$ cat src/rtl/max_pool_2x2_stream_pkg.sv
// rtl/max_pool_2x2_stream_pkg.sv - shared sizing helper for the 2x2 pooling stage
package max_pool_2x2_stream_pkg;

   // Bits needed to count 0..n-1, never less than one.
   function automatic int cnt_width(input int n);
      int w;
      w = 1;
      while ((1 << w) < n) w++;
      return w;
   endfunction

endpackage

$ cat src/rtl/pool_line_buffer.sv
// rtl/pool_line_buffer.sv - half-row store of pair maxima, async read, no reset
module pool_line_buffer #(
   parameter int DEPTH = 1,
   parameter int WIDTH = 32,
   parameter int AW    = 1
) (
   input  logic             clk,
   input  logic             we,
   input  logic [AW-1:0]    waddr,
   input  logic [WIDTH-1:0] wdata,
   input  logic [AW-1:0]    raddr,
   output logic [WIDTH-1:0] rdata
);

   logic [WIDTH-1:0] mem_q [DEPTH];

   always_ff @(posedge clk) begin
      if (we) mem_q[waddr] <= wdata;
   end

   assign rdata = mem_q[raddr];

endmodule

$ cat src/rtl/max_pool_2x2_stream.sv
// rtl/max_pool_2x2_stream.sv - streaming 2x2 stride-2 max pooling with optional ReLU
module max_pool_2x2_stream
   import max_pool_2x2_stream_pkg::*;
#(
   parameter int IMG_Width  = 3,
   parameter int IMG_Height = 3,
   parameter int Datawidth  = 32,
   parameter int ReLU       = 0
) (
   input  logic                        clk,
   input  logic                        rst,
   input  logic                        valid_in,
   input  logic signed [Datawidth-1:0] In,
   output logic signed [Datawidth-1:0] Out,
   output logic                        valid_out,
   output logic                        frame_done
);

   localparam int PW = IMG_Width / 2;
   localparam int PH = IMG_Height / 2;
   localparam int CW = cnt_width(IMG_Width);
   localparam int RW = cnt_width(IMG_Height);
   localparam int LW = cnt_width(PW);
   localparam logic [CW-1:0] COL_LAST = CW'(IMG_Width - 1);
   localparam logic [RW-1:0] ROW_LAST = RW'(IMG_Height - 1);
   localparam logic [CW-1:0] COL_LAST_PAIR = CW'(2 * PW - 1);
   localparam logic [RW-1:0] ROW_LAST_PAIR = RW'(2 * PH - 1);

   function automatic logic signed [Datawidth-1:0] smax(
      input logic signed [Datawidth-1:0] a,
      input logic signed [Datawidth-1:0] b
   );
      return (a > b) ? a : b;
   endfunction

   logic [CW-1:0]                col_q, col_d;
   logic [RW-1:0]                row_q, row_d;
   logic signed [Datawidth-1:0]  hold_q, hold_d;
   logic signed [Datawidth-1:0]  out_q, out_d;
   logic                         valid_out_q, valid_out_d;
   logic                         frame_done_q, frame_done_d;

   logic                         lb_we;
   logic [LW-1:0]                lb_addr;
   logic signed [Datawidth-1:0]  lb_rdata;
   logic signed [Datawidth-1:0]  pair_max;
   logic signed [Datawidth-1:0]  win_max;
   logic signed [Datawidth-1:0]  result;
   logic                         in_window;

   assign lb_addr   = LW'(col_q >> 1);
   assign pair_max  = smax(hold_q, In);
   assign win_max   = smax(lb_rdata, pair_max);
   assign result    = (ReLU != 0 && win_max[Datawidth-1]) ? '0 : win_max;
   // Odd trailing column/row fall outside every window and are skipped.
   assign in_window = (32'(col_q) < 32'(2 * PW)) && (32'(row_q) < 32'(2 * PH));

   pool_line_buffer #(
      .DEPTH (PW),
      .WIDTH (Datawidth),
      .AW    (LW)
   ) u_line_buffer (
      .clk   (clk),
      .we    (lb_we),
      .waddr (lb_addr),
      .wdata (pair_max),
      .raddr (lb_addr),
      .rdata (lb_rdata)
   );

   always_comb begin
      col_d        = col_q;
      row_d        = row_q;
      hold_d       = hold_q;
      out_d        = out_q;
      valid_out_d  = 1'b0;
      frame_done_d = 1'b0;
      lb_we        = 1'b0;
      if (valid_in) begin
         if (col_q == COL_LAST) begin
            col_d = '0;
            row_d = (row_q == ROW_LAST) ? '0 : row_q + 1'b1;
         end else begin
            col_d = col_q + 1'b1;
         end
         if (in_window) begin
            if (!col_q[0]) begin
               hold_d = In;
            end else if (!row_q[0]) begin
               lb_we = 1'b1;
            end else begin
               out_d        = result;
               valid_out_d  = 1'b1;
               frame_done_d = (col_q == COL_LAST_PAIR) && (row_q == ROW_LAST_PAIR);
            end
         end
      end
   end

   always_ff @(posedge clk) begin
      if (rst) begin
         col_q        <= '0;
         row_q        <= '0;
         hold_q       <= '0;
         out_q        <= '0;
         valid_out_q  <= 1'b0;
         frame_done_q <= 1'b0;
      end else begin
         col_q        <= col_d;
         row_q        <= row_d;
         hold_q       <= hold_d;
         out_q        <= out_d;
         valid_out_q  <= valid_out_d;
         frame_done_q <= frame_done_d;
      end
   end

   assign Out        = out_q;
   assign valid_out  = valid_out_q;
   assign frame_done = frame_done_q;

endmodule

$ cat config.mk
export PLATFORM = sky130hd
export DESIGN_NAME = max_pool_2x2_stream
export DESIGN_NICKNAME = d
export VERILOG_FILES = /design/src/rtl/max_pool_2x2_stream_pkg.sv /design/src/rtl/pool_line_buffer.sv /design/src/rtl/max_pool_2x2_stream.sv
export SDC_FILE = /design/constraint.sdc
export NUM_CORES = 1
export LEC_CHECK = 0
export BUFFER_PORTS_ARGS = -buffer_cell sky130_fd_sc_hd__buf_2
export CORE_ASPECT_RATIO = 0.9
export CORE_UTILIZATION = 25
export DETAILED_ROUTE_END_ITERATION = 8
export GPL_ROUTABILITY_DRIVEN = 0
export HOLD_SLACK_MARGIN = 0.03
export SLEW_MARGIN = 20
export SYNTH_ARGS = -nofsm -noshare
export SYNTH_HDL_FRONTEND = slang
export SYNTH_SLANG_ARGS = --single-unit
$ cat constraint.sdc
create_clock -name clk -period 4.15 [get_ports clk]
set_clock_uncertainty 0.2 [all_clocks]
set_input_delay 0.2075 -clock clk [delete_from_list [all_inputs] [get_ports clk]]
set_output_delay 0.2075 -clock clk [all_outputs]
set_load 0.1 [all_outputs]
# Word-level counts from Yosys, hierarchy flattened
# Memory sizes are Yosys's and may differ from the RTL's.
# Index checks and enable logic that the tools add are counted.
# totals
ff_bits,70
latch_bits,0
mem_bits_rw,32
rom_bits,0
input_bits,35
output_inout_bits,34
wordCells,39
mem_count,1
# memory_table
memory,depth,word_bits,read_ports,rd_ports_with_merged_regs,write_ports,line_no,rtl
u_line_buffer.mem_q,1,32,1,0,1,pool_line_buffer.sv:15,logic [WIDTH-1:0] mem_q [DEPTH];
# classes
n_addsub,2
multipliers,0
div,0
order_cmp,4
n_eq_ne,4
shift,0
n_mux,11
bitwise_logic,4
reduce_logical,7
# op_table
operator,n
$gt A32 B32 Y1,2
$mux W32,2
$mux W1,7
$reduce_or A5 Y1,1
$add A2 B1 Y2 const B,2
$eq A2 B1 Y1 const B,2
$eq A2 B2 Y1 const B,2
$lt A2 B2 Y1 const B,2
$mux W2,2
$not A1 Y1,4
$reduce_and A4 Y1,1
$reduce_or A4 Y1,1
$reduce_and A3 Y1,1
$logic_and A1 B1 Y1,2
$reduce_and A2 Y1,1

# Depth between registers and ports, before layout
# logic_depth
word_depth,6
depth_mapped,23
depth_no_buf,19

# Cells and area by module
# A second synthesis with hierarchy kept.
# hier_totals
hier_cells,616
area_unflattened_um2,5751.8
# modules_own_cells
mod,instances,cells_each,area_each_um2,seq_area_each_um2
max_pool_2x2_stream,1,584,4790.8,1401.3
pool_line_buffer,1,32,960.9,960.9

# Worst setup path before layout
# No wires, ideal clock.
# synth_path
kind,reg-to-reg
from,reg col_q[1]
to,mem u_line_buffer.mem_q[0][0] (enable)
setup_time_ns,0.513
t_arrival_ns,3.867
t_required_ns,3.437
setup_slack_ns,-0.430
path_stages_with_launch,3
path_buffers,0
period_less_slack_ns,4.580
path_cell_list,dfxtp_1 nand2b_1 nor4b_1
# synth_between
elab_chain_cells,6
# synth_rtl
element,line_no,rtl
"start, declared",max_pool_2x2_stream.sv:36,"logic [CW-1:0] col_q, col_d;"
"start signal, assigned",max_pool_2x2_stream.sv:109,col_q <= col_d;
$lt A2 B2 Y1,max_pool_2x2_stream.sv:56,assign in_window = (32'(col_q) < 32'(2 * PW)) && (32'(row_q) < 32'(2 * PH));
$logic_and A1 B1 Y1,max_pool_2x2_stream.sv:56,
$mux W1,max_pool_2x2_stream.sv:86,if (in_window) begin
$mux W1,max_pool_2x2_stream.sv:79,if (valid_in) begin
net lb_we,max_pool_2x2_stream.sv:43,logic lb_we;
$mux W1,pool_line_buffer.sv:18,if (we) mem_q[waddr] <= wdata;
$mux W1 (not written as such),pool_line_buffer.sv:18,
"end, declared",pool_line_buffer.sv:15,
# The timed path passes the listed nets, and every way through them passes these cells.

# Worst setup path after layout
# layout_path
from,reg hold_q[26]
to,"reg out_q[15], in the netlist Out[15]"
# layout_between
elab_chain_cells,4
# layout_rtl
element,line_no,rtl
"start, declared",max_pool_2x2_stream.sv:38,"logic signed [Datawidth-1:0] hold_q, hold_d;"
"start signal, assigned",max_pool_2x2_stream.sv:111,hold_q <= hold_d;
$gt A32 B32 Y1,max_pool_2x2_stream.sv:33,return (a > b) ? a : b;
$mux W32 *,max_pool_2x2_stream.sv:33,
$gt A32 B32 Y1,max_pool_2x2_stream.sv:33,
$mux W32 *,max_pool_2x2_stream.sv:33,
"end signal, assigned",max_pool_2x2_stream.sv:112,out_q <= out_d;
"end, declared",max_pool_2x2_stream.sv:39,"logic signed [Datawidth-1:0] out_q, out_d;"
# Every way passes the cells marked *; elsewhere a longest branch is shown, timed or not.
# A chain may end at the register's enable or synchronous reset.

==> out/qor.yml <==
cp-end-kind: "flip-flop"
p_leak_nw: 4.47
ys_warn_count: 0
die_h_microns: 156
postSynthCellCount: 799
io_pins: 69
cts_root_buf: "clkbuf_16"
regArea_sq_mm: 0.00238
nNetsFinal: 1145
path_class: "reg -> reg"
firstDrtPassIters: 6
min_period_ns: 4.81
syn_area_sq_mm: 0.00656
ys_top_cells_by_area: "dfxtp_1, edfxtp_1, ha_1"
layout_setup_ws_ns: -0.656
ys.flop_type: "dfxtp_1"
syn_nets: 898
ff2ff_path_depth: 23
clk_pin_slew_ns: 0.08
viasPerCell: 5.00
fmaxAchievable_ghz: 0.208
grt_pass1_vias: 6284
rsz0062_at_grt: "true"
stdcell_count: 1396
setup_tns_ns: -17.90
yosysUniqueCellTypes: 46
gr-total-overflow: 0
cts_tree: "done"
synth.cells.most_frequent: "nand2_1, inv_1, dfxtp_1"
dp.cells: 1314
track_usage_pct: 15.5
area_growth_pct: 59.7
grt_max_degree: 64
clk_path_buf_depth: 2
outcome: "finished with violations"
crit_required_ns: 4.19
ir_drop_v: 0.000182
die_x_microns: 173
synth_top_area_share_pct: 21.4
min-delay-path-class: "in -> reg"
powerDensity_mw_per_mm2: 332
final_max_slew_viol_count: 0
ys_seq_elements: 102
max-slew-margin-rel_pct: 32.8
core-area_sq_mm: 0.0255
cts_sinks: 102
synth_most_common_cell: "nand2_1"
place_hpwl_microns: 14800
hold_viol: 0
whs_path_depth: 4
synth-edff-count: 32
avgSynthCellArea_sq_um: 8.20
arrival_ns: 4.84
grt_pass1_wl_microns: 33200
fp-row-count: 55
cts_htree_levels: 3
seq_area_frac_synth_pct: 36.0
start_kind: "flip-flop"
synthArstFlopShare_pct: 0
setup_violations: 32
drtIter0Drc: 565
start_util_pct: 25.7
period_share_pct: 116
drt_wl_total_microns: 23400
die-area_sq_mm: 0.0269
drc_errors: 0
critPathMaxFanout: 6
fillers: 2440
wl_per_cell_microns: 16.8
violations: "negative setup slack"
drv_cap: 0
fin_hold_ws_ns: 0.0414
multiInputGateArea_sq_mm: 0.00456
pre_cts_slack_ns: -0.694
clk_latency_ns: 0.36
ant_nets: 0
antenna_found_initial: 7
port_buffers: 68
finalCoreUtilization_pct: 41.1
drive_above_1_share_pct: 41.7
num_vias: 6975
worst_pin_slew_ns: 1.01
cts_made_buffers: 9
yosysTopAreaCell: "dfxtp_1"
registers in the layout, indices dropped and copies added, names as in the netlist:
| name | cells |
|---|---|
| Out | 32 |
| hold_q | 32 |
| u_line_buffer.mem_q | 32 |
| col_q | 2 |
| row_q | 2 |
| frame_done | 1 |
| valid_out | 1 |
per-stage QoR:
step / cell area (sq um) / power [W]
2_1_floorplan: 6790 / 0.00171
3_3_place_gp: 8590 / 0.00211
3_5_place_dp: 8590 / 0.00213
4_1_cts: 9160 / 0.00307
5_1_grt: 10500 / 0.00365
6_report: 10500 / 0.00348
kinds of logic after synthesis:
group	after synthesis	synth area share [%]
buf+inv	161	9.54
compound gates	246	27.0
simple gates	224	14.8
fa+ha+maj	64	12.2
mux	2	0.382
flops	102	36.0
layer usage:
metal | GRT usage (%) | vias to the layer above | share of wire (%)
met5 | 0 | - | 0.15
met1 | 20.2 | 3323 | 45
met3 | 4.00 | 27 | 6.7
li1 | - | 3412 | -
met2 | 25.3 | 207 | 47
met4 | 4.42 | 6 | 1.4
cell usage in the layout, fill, tap and decap left out, drive strengths merged, types with 16 or more instances in the layout:
cell type | netlist | layout
ha | 64 | 64
clkbuf | 47 | 17
a2bb2oi | 32 | 32
nand4 | 16 | 16
nor2 | 40 | 40
o31ai | 31 | 31
edfxtp | 32 | 32
dfxtp | 70 | 70
dlygate4sd3 | 0 | 22
a32oi | 32 | 32
a21oi | 61 | 61
nand2 | 132 | 132
a41oi | 32 | 32
inv | 103 | 107
buf | 11 | 263
o22ai | 32 | 32
worst paths after layout:
kind	start	slack [ns]	to
worst min-delay path	In[21]	0.04	hold_q[21]
worst max-delay path	hold_q[26]	-0.66	Out[15]
worst max register to register	hold_q[26]	-0.66	Out[15]
worst min register to register	Out[21]	0.27	Out[21]
cell type report:
type | instances | area share [%]
antenna | 3 | 0.0717
multi-input combinational | 537 | 43.6
clock buffer | 9 | 2.15
tap | 342 | 4.09
clock inverter | 7 | 0.753
sequential | 102 | 22.7
inverter | 103 | 3.74
timing repair buffer | 293 | 22.9
repair_timing:
| action | in CTS | in global routing |
|---|---|---|
| hold buffers | 22 | 0 |
| setup endpoints to repair | 32 | 32 |
| pin swaps | 2 | 67 |
| hold endpoints to repair | 23 | 0 |
| buffers inserted | 2 | 28 |
| gates resized for setup | 7 | 129 |
| cloned | 0 | 12 |
worst max-delay path: stages (launching register included):
cell and delay (ns):
dfxtp_2 0.34, ha_4 0.26, nand4_1 0.10, buf_6 0.15
nor4_4 0.32, inv_2 0.10, o21ai_4 0.37, buf_12 0.17
buf_4 0.11, buf_4 0.13, a2bb2oi_2 0.14, nand2_2 0.12
ha_4 0.27, a21oi_2 0.14, nand2_1 0.07, a221o_1 0.37
nor3_2 0.14, o211ai_1 0.13, buf_4 0.18, mux2i_4 0.20
buf_12 0.16, clkbuf_16 0.16, a32oi_1 0.21, o31ai_1 0.12
power by group:
group	internal (W)	total, W	leakage [nW]	switching, W
clock network	0.000478	0.000913	0.146	0.000435
logic	0.000723	0.00145	3.45	0.000725
registers	0.00109	0.00112	0.869	0.0000326
Power figures use the tool's default switching activity.
